--- config.mk ---
export PLATFORM = sky130hd
export DESIGN_NAME = spi_master_param
export DESIGN_NICKNAME = d
export VERILOG_FILES = /design/src/rtl/spi_master_param.sv
export SDC_FILE = /design/constraint.sdc
export NUM_CORES = 1
export LEC_CHECK = 0
export CORE_ASPECT_RATIO = 0.6
export CORE_MARGIN = 2
export CORE_UTILIZATION = 49
export CTS_CLUSTER_DIAMETER = 120
export CTS_CLUSTER_SIZE = 24
export DETAILED_ROUTE_END_ITERATION = 7
export PLACE_DENSITY = 0.77
export RECOVER_POWER = 50
export SKIP_LAST_GASP = 1
export SLEW_MARGIN = 40
export SYNTH_ARGS = -nofsm -noshare
export SYNTH_HDL_FRONTEND = slang
export SYNTH_SLANG_ARGS = --single-unit
--- constraint.sdc ---
create_clock -name clk -period 1.8 [get_ports clk]
set_clock_uncertainty 0.05 [all_clocks]
set_input_delay 0.27 -clock clk [delete_from_list [all_inputs] [get_ports clk]]
set_output_delay 0.27 -clock clk [all_outputs]
set_load 0.01 [all_outputs]
--- src/rtl/spi_master_param.sv ---
// Parametrised full-duplex SPI master: DATA_W-bit MSB-first words, CLK_DIV clk per SCLK half-period,
// runtime CPOL/CPHA, NUM_SS active-low selects. Define SPI_BURST_EN for back-to-back words under one select.
module spi_master_param #(
    parameter int DATA_W  = 8,
    parameter int CLK_DIV = 4,
    parameter int NUM_SS  = 2,
    localparam int SS_W   = (NUM_SS > 1) ? $clog2(NUM_SS) : 1
) (
    input  logic              clk,
    input  logic              rst,
    input  logic              send,
    input  logic [DATA_W-1:0] tx_data,
    input  logic [SS_W-1:0]   ss_sel,
    input  logic [1:0]        mode,
    output logic              data_ready,
    output logic [DATA_W-1:0] rx_data,
    output logic              rx_valid,
    output logic              SCLK,
    output logic              MOSI,
    input  logic              MISO,
    output logic [NUM_SS-1:0] SS
);

    localparam int DIV_W = (CLK_DIV > 1) ? $clog2(CLK_DIV) : 1;
    localparam int BIT_W = $clog2(DATA_W);
    localparam logic [DIV_W-1:0] DIV_LAST = DIV_W'(CLK_DIV - 1);
    localparam logic [BIT_W-1:0] BIT_LAST = BIT_W'(DATA_W - 1);
`ifdef SPI_BURST_EN
    localparam bit BURST = 1'b1;
`else
    localparam bit BURST = 1'b0;
`endif

    typedef enum logic [1:0] {IDLE, SETUP, SHIFT, HOLD} state_t;

    state_t            state, state_n;
    logic [DIV_W-1:0]  div_cnt, div_n;
    logic [BIT_W-1:0]  bit_cnt, bit_n;
    logic [DATA_W-1:0] shreg, shreg_n;
    logic              cpol, cpol_n, cpha, cpha_n;
    logic [NUM_SS-1:0] ss_n;
    logic              sclk_n, mosi_n, data_ready_n, rx_valid_n;
    logic [DATA_W-1:0] rx_data_n;
    logic              half_done, leading;

    function automatic logic [NUM_SS-1:0] ss_decode(input logic [SS_W-1:0] sel);
        logic [NUM_SS-1:0] v;
        v = '1;
        for (int i = 0; i < NUM_SS; i++)
            if (32'(sel) == i) v[i] = 1'b0;
        return v;
    endfunction

    // Handshake: a word is accepted on any posedge where send && data_ready; send is ignored otherwise.
    always_comb begin
        state_n    = state;
        div_n      = div_cnt;
        bit_n      = bit_cnt;
        shreg_n    = shreg;
        cpol_n     = cpol;
        cpha_n     = cpha;
        ss_n       = SS;
        sclk_n     = SCLK;
        mosi_n     = MOSI;
        rx_data_n  = rx_data;
        rx_valid_n = 1'b0;
        half_done  = (div_cnt == DIV_LAST);
        leading    = (SCLK == cpol);
        case (state)
            IDLE: begin
                sclk_n = mode[1];
                ss_n   = '1;
                div_n  = '0;
                if (send && data_ready) begin
                    state_n = SETUP;
                    shreg_n = tx_data;
                    cpol_n  = mode[1];
                    cpha_n  = mode[0];
                    ss_n    = ss_decode(ss_sel);
                    if (!mode[0]) mosi_n = tx_data[DATA_W-1];
                end
            end
            SETUP: begin
                sclk_n = cpol;
                div_n  = div_cnt + DIV_W'(1);
                if (half_done) begin
                    div_n   = '0;
                    bit_n   = BIT_LAST;
                    state_n = SHIFT;
                end
            end
            SHIFT: begin
                div_n = div_cnt + DIV_W'(1);
                if (half_done) begin
                    div_n  = '0;
                    sclk_n = ~SCLK;
                    // Shifting on the sample edge leaves the next transmit bit in the MSB.
                    if (leading) begin
                        if (cpha) mosi_n = shreg[DATA_W-1];
                        else      shreg_n = {shreg[DATA_W-2:0], MISO};
                    end else begin
                        if (cpha) shreg_n = {shreg[DATA_W-2:0], MISO};
                        if (bit_cnt == '0) begin
                            state_n = HOLD;
                        end else begin
                            bit_n = bit_cnt - BIT_W'(1);
                            if (!cpha) mosi_n = shreg[DATA_W-1];
                        end
                    end
                end
            end
            HOLD: begin
                sclk_n = cpol;
                div_n  = div_cnt + DIV_W'(1);
                if (half_done) begin
                    div_n      = '0;
                    rx_data_n  = shreg;
                    rx_valid_n = 1'b1;
                    if (BURST && send && data_ready) begin
                        state_n = SHIFT;
                        shreg_n = tx_data;
                        mosi_n  = tx_data[DATA_W-1];
                        bit_n   = BIT_LAST;
                    end else begin
                        state_n = IDLE;
                        ss_n    = '1;
                    end
                end
            end
            default: state_n = IDLE;
        endcase
        data_ready_n = (state_n == IDLE) || (BURST && state_n == HOLD && div_n == DIV_LAST);
    end

    always_ff @(posedge clk) begin
        if (rst) begin
            state      <= IDLE;
            div_cnt    <= '0;
            bit_cnt    <= '0;
            shreg      <= '0;
            cpol       <= 1'b0;
            cpha       <= 1'b0;
            SS         <= '1;
            SCLK       <= 1'b0;
            MOSI       <= 1'b0;
            data_ready <= 1'b1;
            rx_data    <= '0;
            rx_valid   <= 1'b0;
        end else begin
            state      <= state_n;
            div_cnt    <= div_n;
            bit_cnt    <= bit_n;
            shreg      <= shreg_n;
            cpol       <= cpol_n;
            cpha       <= cpha_n;
            SS         <= ss_n;
            SCLK       <= sclk_n;
            MOSI       <= mosi_n;
            data_ready <= data_ready_n;
            rx_data    <= rx_data_n;
            rx_valid   <= rx_valid_n;
        end
    end

endmodule

==> metrics.txt <==
# TYPE chip_impl_metric gauge
chip_impl_info{name="end_kind",value="register"} 1
chip_impl_metric{name="min_period",unit="ps"} 1717
chip_impl_metric{name="drive_gt1_share",unit="%"} 15.05
chip_impl_metric{name="postRouteAntennaNets",unit=""} 0
chip_impl_info{name="cp-start-kind",value="register"} 1
chip_impl_metric{name="initial_utilization",unit="%"} 53.28
chip_impl_metric{name="global_route.usage.total",unit="%"} 21.88
chip_impl_metric{name="post_synth.cell_area_avg",unit="um2"} 9.271
chip_impl_metric{name="routed_via_density",unit=""} 5.440
chip_impl_info{name="most-common-layout-cells",value="sky130_fd_sc_hd__dfxtp_1, sky130_fd_sc_hd__clkdlybuf4s50_1, sky130_fd_sc_hd__nand2_1"} 1
chip_impl_metric{name="post_synth_and_or_nand_nor_area_fraction",unit="%"} 18.03
chip_impl_metric{name="layout.core_utilization",unit="%"} 71.67
chip_impl_metric{name="ys_ff_latch",unit=""} 31
chip_impl_metric{name="setup_viol",unit=""} 0
chip_impl_metric{name="post-route-drc-count",unit=""} 0
chip_impl_info{name="cts_tree",value="done"} 1
chip_impl_metric{name="num-nets-final",unit=""} 203
chip_impl_metric{name="max_stage_delay",unit="ps"} 490
chip_impl_info{name="critical-path-slowest-cell",value="sky130_fd_sc_hd__dfxtp_1"} 1
chip_impl_info{name="synth.area.top_cells",value="sky130_fd_sc_hd__dfxtp_1, sky130_fd_sc_hd__mux2i_1, sky130_fd_sc_hd__nand2_1, sky130_fd_sc_hd__nor2_1, sky130_fd_sc_hd__a21oi_1"} 1
chip_impl_metric{name="timing.slew.headroom",unit="%"} 73.65
chip_impl_metric{name="total_clock_buffers_created_by_cts",unit=""} 5
chip_impl_metric{name="globalRouteOverflowTotal",unit=""} 0
chip_impl_info{name="layout_commonest_cell",value="sky130_fd_sc_hd__dfxtp_1"} 1
chip_impl_metric{name="syn_area",unit="um2"} 1381
chip_impl_info{name="critical-path-top-delay-family",value="flip-flops"} 1
chip_impl_metric{name="totalNegativeSetupSlack",unit="ps"} 0
chip_impl_metric{name="final_hold_violations",unit=""} 0
chip_impl_metric{name="postSynth.asyncResetShare",unit="%"} 0
chip_impl_metric{name="grt_start_max_net_pins",unit=""} 19
chip_impl_metric{name="synth_mux_area_share",unit="%"} 8.786
chip_impl_metric{name="synth-xor-area-share",unit="%"} 3.623
chip_impl_info{name="root_buffer_selected_by_cts",value="sky130_fd_sc_hd__clkbuf_8"} 1
chip_impl_metric{name="ios",unit=""} 29
chip_impl_info{name="worstSetupPathType",value="register to register"} 1
chip_impl_metric{name="synth_sequential_area_ratio",unit="%"} 44.93
chip_impl_metric{name="cap_viol_max_count",unit=""} 0
chip_impl_info{name="run_status",value="finished clean"} 1
chip_impl_metric{name="route.detailed.wl_per_inst",unit="um"} 14.34
chip_impl_metric{name="io_buffers",unit=""} 28
chip_impl_metric{name="cts_hold_buf",unit=""} 0
chip_impl_metric{name="synthesis.instances",unit=""} 149
chip_impl_metric{name="static-leakage-power",unit="nW"} 0.7671
chip_impl_metric{name="n_antenna_cell",unit=""} 0
chip_impl_info{name="combinational_family_with_the_most_area_after_synthesis",value="simple AND/OR/NAND/NOR gates"} 1
chip_impl_metric{name="endpoint_arrival_time_on_the_critical_path",unit="ps"} 1840
chip_impl_metric{name="crit_buf_inv",unit=""} 1
chip_impl_metric{name="netlist.area_leader.share",unit="%"} 44.93
chip_impl_info{name="ys_dominant_reg_cell",value="sky130_fd_sc_hd__dfxtp_1"} 1
chip_impl_metric{name="post_synth_num_cell_types",unit=""} 40
chip_impl_metric{name="synth_fp_nets",unit=""} 167
chip_impl_metric{name="drv_slew",unit=""} 0
chip_impl_metric{name="layout-area-overhead-vs-synth",unit="%"} 34.51
chip_impl_metric{name="num_vias",unit=""} 1186
chip_impl_metric{name="first_drt_iteration_drcs",unit=""} 122
chip_impl_metric{name="row_count",unit=""} 14
chip_impl_metric{name="worstPathRequired",unit="ps"} 1920
chip_impl_metric{name="clock_tree_sinks",unit=""} 31
chip_impl_info{name="rsz0062_at_grt",value="false"} 1
chip_impl_metric{name="finalWeightedCongestion",unit=""} 0.7807
chip_impl_metric{name="layout_worst_path_cycle_share",unit="%"} 95.41
chip_impl_metric{name="power_density",unit="nW/um2"} 903.5
chip_impl_metric{name="post-layout-total-power",unit="W"} 0.001679
chip_impl_metric{name="cts.htree.levels",unit=""} 2
chip_impl_metric{name="maxClockFrequency",unit="GHz"} 0.5823
chip_impl_metric{name="clock_latency_at_the_later_pin_of_the_worst_skew_pair",unit="ps"} 290
chip_impl_metric{name="number_of_antenna_violations_at_the_first_check_in_global_routing",unit=""} 0
chip_impl_metric{name="final_area",unit="um2"} 1858
chip_impl_metric{name="postCtsSetupRepairBufs",unit=""} 0
chip_impl_metric{name="synth_adder_area_share",unit="%"} 2.717
chip_impl_metric{name="vdd.ir_drop.worst",unit="uV"} 569.9
chip_impl_metric{name="drt-total-wl",unit="um"} 3126
chip_impl_metric{name="worst-slew-pin-transition",unit="ps"} 395.2
chip_impl_metric{name="wire_length_of_the_first_global_routing_pass",unit="um"} 5188
chip_impl_metric{name="core_area",unit="um2"} 2592
chip_impl_metric{name="synth_compound_area_share",unit="%"} 17.30
chip_impl_metric{name="cts.path.max_buffers",unit=""} 2
chip_impl_metric{name="yosysWarnings",unit=""} 0
chip_impl_metric{name="synth_enable_flop_cells",unit=""} 0
chip_impl_info{name="worstPathCellList",value="nand2b_1 -> buf_4 -> nor2_2 -> o21ai_2 -> o41ai_1"} 1
chip_impl_metric{name="place_area",unit="um2"} 1740
chip_impl_metric{name="grt_pass1_vias",unit=""} 1103
chip_impl_metric{name="detailed_place_hpwl",unit="um"} 2260
chip_impl_metric{name="clkTransAtPathRegs",unit="ps"} 70
chip_impl_metric{name="design.die.area",unit="um2"} 3274
chip_impl_metric{name="die_h",unit="um"} 45.13
chip_impl_metric{name="die_width",unit="um"} 72.55
chip_impl_info{name="synth_area_leader_cell",value="sky130_fd_sc_hd__dfxtp_1"} 1
chip_impl_metric{name="critical_path.max_fanout",unit=""} 8
chip_impl_info{name="hold_class",value="register to register"} 1
chip_impl_metric{name="drt-pass1-iter-count",unit=""} 5
Yosys cell counts, drive strengths merged, types with 2 or more instances:
library cell / instances
xor2: 3
a31oi: 2
nor4b: 2
nand2: 19
nand3: 3
nand2b: 2
nor2b: 2
o21ai: 3
nor2: 21
buf: 6
inv: 4
a211oi: 9
clkbuf: 3
ha: 3
mux2i: 11
dfxtp: 31
a21oi: 11
worst reg2reg max path, cell delays in order (launching register included):
cell and delay (ps):
sky130_fd_sc_hd__dfxtp_1 490, sky130_fd_sc_hd__nand2b_1 220, sky130_fd_sc_hd__buf_4 220, sky130_fd_sc_hd__nor2_2 190
sky130_fd_sc_hd__o21ai_2 110, sky130_fd_sc_hd__o41ai_1 320
sequential cells by signal, summed over array words and instances, names as in the netlist, 2 cells and up:
register and cells:
state 2, bit_cnt 3, shreg 8, div_cnt 2, SS 2, rx_data 8
layer usage:
metal	vias to the layer above	global-route usage [%]	routed length (um)
met1	557	30.79	1584
met2	35	30.55	1304
li1	589	-	-
met5	-	0	0
met4	0	8.889	34
met3	5	7.813	202
cell type report:
| type | count | area [um2] |
|---|---|---|
| timing repair buffer | 38 | 361.6 |
| clock buffer | 6 | 82.58 |
| clock inverter | 2 | 35.03 |
| multi-input combinational | 105 | 703.2 |
| inverter | 4 | 15.01 |
| fill | 201 | 734.5 |
| tap | 32 | 40.04 |
| sequential | 31 | 620.6 |
where the power goes:
| part | internal [W] | leakage [nW] | switching, W |
|---|---|---|---|
| Clock | 0.000448 | 0.0612 | 0.000271 |
| Sequential | 0.000721 | 0.253 | 0.0000351 |
| Combinational | 0.000109 | 0.453 | 0.0000954 |
metrics by stage:
| stage | worst slack [ps] | std cells | hold slack [ps] |
|---|---|---|---|
| after floorplan | 186.7 | 149 | 357.2 |
| after global placement | 207.2 | 210 | 364.7 |
| after detailed placement | 111.3 | 210 | 380.0 |
| after global routing | 6.576 | 218 | 411.9 |
| after CTS | 55.43 | 218 | 389.1 |
| final | 82.58 | 218 | 382.1 |
path summary, 6_finish.rpt:
path                            slack, ps  cells past startpoint         end  startpoint
worst max-delay path                   80                      5  bit_cnt[2]    state[1]
worst min-delay path                  380                      1  div_cnt[0]  div_cnt[0]
worst max register to register         80                      5  bit_cnt[2]    state[1]
worst min register to register        380                      1  div_cnt[0]  div_cnt[0]
repair_timing:
item                       in CTS  in global routing
resized for setup               0                  1
hold endpoints to repair        0                  0
setup endpoints to repair       0                  5
cells by family (layout without fill, tap and decap cells):
logic type                 Yosys count  count (layout)
and+or+nand+nor                     53              53
AOI/OAI and AO/OA                   33              33
DFF                                 31              31
buffers and inverters               13              50
muxes                               12              12
xor gates and xnor gates             4               4
adders and majority gates            3               3
No activity file was read; power rests on OpenSTA's default activity.
